[src/rtl/yutorina_bus_slave_response_mux_if.sv]
// Bus bundle between a master and the slave response multiplexer.
// Latency: n/a (wires only).
// Backpressure: none; the slave side signals completion through slave_ready_.
//
// Ports (all active-low strobes end in '_'):
//   master_request_, slave_chip_select_, slave_read_data, slave_ready_ : toward the mux
//   master_read_data, master_ready_, master_error, master_slave_index  : from the mux
// Modports: slave  = view of the multiplexer itself
//           master = view of the agent driving requests and slave responses

`ifndef YUTORINA_WORD_DATA_WIDTH
`define YUTORINA_WORD_DATA_WIDTH 32
`endif
`ifndef YUTORINA_ENABLE_
`define YUTORINA_ENABLE_ 1'b0
`endif
`ifndef YUTORINA_DISABLE_
`define YUTORINA_DISABLE_ 1'b1
`endif

interface yutorina_bus_slave_response_mux_if #(
  parameter int SLAVE_COUNT = 8,
  parameter int DATA_WIDTH  = `YUTORINA_WORD_DATA_WIDTH
);
  localparam int IDX_W = $clog2(SLAVE_COUNT);

  logic                              master_request_;
  logic [SLAVE_COUNT-1:0]            slave_chip_select_;
  logic [SLAVE_COUNT*DATA_WIDTH-1:0] slave_read_data;
  logic [SLAVE_COUNT-1:0]            slave_ready_;
  logic [DATA_WIDTH-1:0]             master_read_data;
  logic                              master_ready_;
  logic                              master_error;
  logic [IDX_W-1:0]                  master_slave_index;

  modport slave (
    input  master_request_, slave_chip_select_, slave_read_data, slave_ready_,
    output master_read_data, master_ready_, master_error, master_slave_index
  );

  modport master (
    output master_request_, slave_chip_select_, slave_read_data, slave_ready_,
    input  master_read_data, master_ready_, master_error, master_slave_index
  );
endinterface

[src/rtl/yutorina_bus_slave_response_mux.sv]
// Selects one slave's read response and returns it to the bus master.
// Latency: ready_ seen in WAIT cycle t -> master_ready_ in cycle t+1 (all outputs registered).
// Backpressure: master holds master_request_ until master_ready_; dropping it in WAIT aborts.
//
// Ports: clk, reset (synchronous, active high), bus (yutorina_bus_slave_response_mux_if.slave).
// Optional feature: define YUTORINA_BUS_TIMEOUT_EN to end a WAIT that lasts TIMEOUT_CYCLES
// cycles without ready with an error response.

`ifndef YUTORINA_WORD_DATA_WIDTH
`define YUTORINA_WORD_DATA_WIDTH 32
`endif
`ifndef YUTORINA_ENABLE_
`define YUTORINA_ENABLE_ 1'b0
`endif
`ifndef YUTORINA_DISABLE_
`define YUTORINA_DISABLE_ 1'b1
`endif

module yutorina_bus_slave_response_mux #(
  parameter int SLAVE_COUNT    = 8,
  parameter int DATA_WIDTH     = `YUTORINA_WORD_DATA_WIDTH,
  parameter int TIMEOUT_CYCLES = 256
) (
  input  logic                                clk,
  input  logic                                reset,
  yutorina_bus_slave_response_mux_if.slave    bus
);
  localparam int IDX_W = $clog2(SLAVE_COUNT);

  typedef enum logic [1:0] {
    ST_IDLE    = 2'd0,
    ST_WAIT    = 2'd1,
    ST_RESPOND = 2'd2
  } state_t;

  state_t                state;
  logic [DATA_WIDTH-1:0] read_data_q;
  logic                  ready_q;
  logic                  error_q;
  logic [IDX_W-1:0]      index_q;

`ifdef YUTORINA_BUS_TIMEOUT_EN
  localparam int CNT_W = $clog2(TIMEOUT_CYCLES + 1);
  logic [CNT_W-1:0]      wait_cnt;
`endif

  // Lowest-numbered asserted chip select wins; scanning downward leaves the lowest.
  logic             cs_any;
  logic [IDX_W-1:0] cs_low;
  always_comb begin
    cs_any = 1'b0;
    cs_low = '0;
    for (int i = SLAVE_COUNT - 1; i >= 0; i--) begin
      if (bus.slave_chip_select_[i] == `YUTORINA_ENABLE_) begin
        cs_any = 1'b1;
        cs_low = IDX_W'(i);
      end
    end
  end

  // Only the latched slave is observed while waiting.
  logic                  sel_ready;
  logic [DATA_WIDTH-1:0] sel_data;
  assign sel_ready = (bus.slave_ready_[index_q] == `YUTORINA_ENABLE_);
  assign sel_data  = bus.slave_read_data[index_q*DATA_WIDTH +: DATA_WIDTH];

  wire request = (bus.master_request_ == `YUTORINA_ENABLE_);

  always_ff @(posedge clk) begin
    if (reset) begin
      state       <= ST_IDLE;
      ready_q     <= `YUTORINA_DISABLE_;
      read_data_q <= '0;
      error_q     <= 1'b0;
      index_q     <= '0;
`ifdef YUTORINA_BUS_TIMEOUT_EN
      wait_cnt    <= '0;
`endif
    end else begin
      // Strobe is a single-cycle pulse; only a transition into RESPOND re-asserts it.
      ready_q <= `YUTORINA_DISABLE_;
      case (state)
        ST_IDLE: begin
          if (request) begin
            if (cs_any) begin
              index_q  <= cs_low;
              state    <= ST_WAIT;
`ifdef YUTORINA_BUS_TIMEOUT_EN
              wait_cnt <= '0;
`endif
            end else begin
              // Decode error: nobody selected.
              read_data_q <= '0;
              error_q     <= 1'b1;
              ready_q     <= `YUTORINA_ENABLE_;
              state       <= ST_RESPOND;
            end
          end
        end
        ST_WAIT: begin
          // Abort beats a same-cycle ready: the master no longer wants the data.
          if (!request) begin
            state <= ST_IDLE;
          end else if (sel_ready) begin
            read_data_q <= sel_data;
            error_q     <= 1'b0;
            ready_q     <= `YUTORINA_ENABLE_;
            state       <= ST_RESPOND;
          end
`ifdef YUTORINA_BUS_TIMEOUT_EN
          else if (wait_cnt == CNT_W'(TIMEOUT_CYCLES)) begin
            read_data_q <= '0;
            error_q     <= 1'b1;
            ready_q     <= `YUTORINA_ENABLE_;
            state       <= ST_RESPOND;
          end else begin
            wait_cnt <= wait_cnt + CNT_W'(1);
          end
`endif
        end
        ST_RESPOND: begin
          // A held request is picked up again from IDLE on the next cycle.
          state <= ST_IDLE;
        end
        default: begin
          state <= ST_IDLE;
        end
      endcase
    end
  end

  assign bus.master_read_data   = read_data_q;
  assign bus.master_ready_      = ready_q;
  assign bus.master_error       = error_q;
  assign bus.master_slave_index = index_q;

endmodule

[src/flat_wrapper.sv]
// flat-port wrapper written by rule: the top's interface ports become plain ports
module yutorina_bus_slave_response_mux_flat 
#(
  parameter int SLAVE_COUNT    = 8,
  parameter int DATA_WIDTH     = `YUTORINA_WORD_DATA_WIDTH,
  parameter int TIMEOUT_CYCLES = 256
)
  (clk, reset, bus_master_request_, bus_slave_chip_select_, bus_slave_read_data, bus_slave_ready_, bus_master_read_data, bus_master_ready_, bus_master_error, bus_master_slave_index);
  yutorina_bus_slave_response_mux_if #(.SLAVE_COUNT(SLAVE_COUNT), .DATA_WIDTH(DATA_WIDTH)) bus_i ();
  input  logic clk;
  input  logic reset;
  input wire logic [$bits(bus_i.master_request_)-1:0] bus_master_request_;
  input wire logic [$bits(bus_i.slave_chip_select_)-1:0] bus_slave_chip_select_;
  input wire logic [$bits(bus_i.slave_read_data)-1:0] bus_slave_read_data;
  input wire logic [$bits(bus_i.slave_ready_)-1:0] bus_slave_ready_;
  output wire logic [$bits(bus_i.master_read_data)-1:0] bus_master_read_data;
  output wire logic [$bits(bus_i.master_ready_)-1:0] bus_master_ready_;
  output wire logic [$bits(bus_i.master_error)-1:0] bus_master_error;
  output wire logic [$bits(bus_i.master_slave_index)-1:0] bus_master_slave_index;
  assign bus_i.master_request_ = bus_master_request_;
  assign bus_i.slave_chip_select_ = bus_slave_chip_select_;
  assign bus_i.slave_read_data = bus_slave_read_data;
  assign bus_i.slave_ready_ = bus_slave_ready_;
  assign bus_master_read_data = bus_i.master_read_data;
  assign bus_master_ready_ = bus_i.master_ready_;
  assign bus_master_error = bus_i.master_error;
  assign bus_master_slave_index = bus_i.master_slave_index;
  yutorina_bus_slave_response_mux #(.SLAVE_COUNT(SLAVE_COUNT), .DATA_WIDTH(DATA_WIDTH), .TIMEOUT_CYCLES(TIMEOUT_CYCLES)) u_core (.clk(clk), .reset(reset), .bus(bus_i));
endmodule
[config.mk]
export PLATFORM = sky130hd
export DESIGN_NAME = yutorina_bus_slave_response_mux_flat
export DESIGN_NICKNAME = d
export VERILOG_FILES = /design/src/rtl/yutorina_bus_slave_response_mux_if.sv /design/src/rtl/yutorina_bus_slave_response_mux.sv /design/src/flat_wrapper.sv
export SDC_FILE = /design/constraint.sdc
export NUM_CORES = 1
export LEC_CHECK = 0
export ABC_CLOCK_PERIOD_IN_PS = 1690
export BUFFER_PORTS_ARGS = -buffer_cell sky130_fd_sc_hd__buf_4
export CORE_MARGIN = 5
export CORE_UTILIZATION = 25
export CTS_CLUSTER_SIZE = 28
export DETAILED_ROUTE_END_ITERATION = 16
export SLEW_MARGIN = 25
export SYNTH_ARGS = -nofsm -noshare
export SYNTH_HDL_FRONTEND = slang
export SYNTH_SLANG_ARGS = --single-unit
[constraint.sdc]
create_clock -name clk -period 1.69 [get_ports clk]
set_input_delay 0.507 -clock clk [delete_from_list [all_inputs] [get_ports clk]]
set_output_delay 0.507 -clock clk [all_outputs]
set_load 0.05 [all_outputs]
==> impl_metrics.toml <==
[sta]
slew_headroom = 0.798
final_min_period_over_clock_period = 1.06
setup_ws_ns = -0.106
fmax_ghz = 0.557
period_needed_ns = 1.80
finalSetupViolCount = 32
maxSlewViolCount = 0
finClkSkew_ns = 0.00283
worst-slew-pin-transition_ns = 0.302
rsz0062_at_grt = "yes"
hold_violations = 0

[detailed_routing]
met2_length_mm = 8.35
wl_per_cell_um = 19.5
antenna_left = 0
drt-met1-wl_mm = 5.89
dr.first_iter.drc_count = 101
dr_wl_met3_mm = 1.58
drc = 0
routed_wl_mm = 16.1
num_vias = 3954
top_layer = "met4"
via_per_inst = 4.80
drt_pass1_iterations = 4

[status]
status = "complete, but fails checks"
violations = "negative setup slack"

[critical_path]
required_ns = 1.86
ff2ff_path_depth = 6
critPathKind = "reg -> reg"
startpoint_type = "flop"
crit_path_end_kind = "flop"
critPathMaxFanout = 7
r2r_slack_ns = -0.11
cp_data_arrival_time_ns = 1.96

[placement]
hpwl_mm = 12.9
globalplace.congestion = 0.832
io_buffers = 311
place_area_mm2 = 0.00627

[global_routing]
track_usage = 0.170
antenna_found_initial = 0
grt_pass1_vias = 4365
grt_max_degree = 29
gr-total-overflow = 0
grt_pass1_wl_mm = 22.4

[logic_synthesis]
synth_most_common_cell = "nand2_1"
synth.avg_cell_area_um2 = 11.9
ys_warn_count = 0
ys_seq_elements = 39
synth_area_mm2 = 0.00361
synth_seq_area_share = 0.216
synth_edf_count = 0
synth_top_area_share = 0.399
postSynth.asyncResetShare = 0
yosys.area.top_type = "mux4_2"
synth.top_cells.by_count = "nand2_1 (69), mux4_2 (64), dfxtp_1 (39)"
ys.flop_type = "dfxtp_1"
synth_cells = 304
ys_top_cells_by_area = "mux4_2 (40%), dfxtp_1 (22%), mux2i_1 (10%)"
synth_cell_types = 30
synth_nets = 579

[power_and_ir_drop]
ir_drop_uv = 389
cellLeakagePower_nw = 3.16
powerDensity_mw_per_mm2 = 487

[run]
max_cap_viol_count = 0

[clock_network]
clk_path_buf_depth = 2
clk_latency_ns = 0.28
cts_root_buffer = "clkbuf_16"
cts_buffers = 5
tritoncts = "built"
hold_buffers = 0
h-tree-depth = 2
cts_sinks = 39
clk_pin_slew_ns = 0.06

[floorplanning]
row_count = 44
core_mm2 = 0.0144
pin_count = 312
initial_core_util = 0.251
dieArea_mm2 = 0.0169
die-height_um = 130
fp.dieW_um = 130

[layout]
final_core_util = 0.477
fin_area_mm2 = 0.00685
drive_above_1_share = 0.743
antennaDiodeCount = 0
area_growth_pct = 89.9
nNetsFinal = 913

[worst_hold_path]
min_path_cells = 2
hp-class = "in -> reg"
-- final timing paths --
kind,startpoint,endpoint
max,u_core.bus.master_slave_index[1],u_core.bus.master_read_data[12]
min,reset,u_core.bus.master_slave_index[1]
max reg2reg,u_core.bus.master_slave_index[1],u_core.bus.master_read_data[12]
min reg2reg,u_core.bus.master_read_data[3],u_core.bus.master_read_data[3]
-- layout make-up --
class / instances / area, um^2
clock buffers: 8 / 156
fillers: 1298 / 7520
multi-input cells: 230 / 2710
repair buffers: 358 / 2950
inverters: 4 / 15.0
flip-flops and latches: 39 / 790
well taps: 184 / 230
-- cells by family (layout without fill, tap and decap cells) --
| kind of cell | count (synthesis) | in the layout | share of synthesized area |
|---|---|---|---|
| AO/OA/AOI/OAI | 13 | 13 | 0.0257 |
| buffers and inverters | 35 | 370 | 0.0631 |
| flip-flops | 39 | 39 | 0.216 |
| multiplexers | 132 | 132 | 0.599 |
| AND/OR/NAND/NOR | 85 | 85 | 0.0957 |
-- report_power, final --
group | switching, mW | internal, mW | total, mW
registers | 0.0205 | 0.936 | 0.956
clock network | 0.361 | 0.629 | 0.989
logic | 0.464 | 0.927 | 1.39
total | 0.845 | 2.49 | 3.34
-- placed cells by master, fill, tap and decap left out, drive strengths merged, types with 2 or more instances in the layout --
master  netlist  final
inv           3      3
clkbuf       12     13
nand3b        2      2
dfxtp        39     39
mux2i        36     36
buf          19    352
nor3          2      2
o21ai         2      2
nand2        69     69
nand2b        2      2
a21oi         3      3
mux2         32     32
mux4         64     64
nor2          5      5
nand4         3      3
-- sequential cells by signal (all words and copies together) (netlist names) --
| register | cells |
|---|---|
| u_core.bus.master_read_data | 32 |
| u_core.bus.master_slave_index | 3 |
| u_core.state | 2 |
| u_core.bus.master_error | 1 |
| u_core.bus.master_ready_ | 1 |
-- worst max-delay path: stages, from the launching register on --
cell,delay (ns)
dfxtp_4,0.44
buf_12,0.15
clkbuf_16,0.17
mux4_2,0.51
mux2_4,0.29
nand2_2,0.06
mux2i_1,0.06
-- metrics by stage --
| step | hold slack, ns | worst slack (ns) | power, mW | TNS (ns) | instances |
|---|---|---|---|---|---|
| floorplan | 0.603 | -0.127 | 1.61 | -3.38 | 304 |
| global placement | 0.446 | -0.168 | 2.23 | -5.00 | 790 |
| detailed placement | 0.452 | -0.222 | 2.26 | -6.27 | 790 |
| CTS | 0.450 | -0.104 | 3.34 | -2.50 | 806 |
| global route | 0.454 | -0.169 | 3.51 | -4.43 | 823 |
| finish | 0.457 | -0.106 | 3.34 | -1.73 | 823 |
-- timing repair --
action	4_1_cts	5_1_grt
pin swaps	4	3
resized for setup	15	11
setup endpoints to repair	37	36
setup buffers	5	12
gates cloned	3	5
-- layer usage --
| metal | up-vias | track usage |
|---|---|---|
| met4 | 0 | 0.0440 |
| met5 | - | 0 |
| li1 | 1848 | - |
| met1 | 1887 | 0.191 |
| met2 | 202 | 0.321 |
| met3 | 17 | 0.0426 |
(Power assumes the default switching activity.)
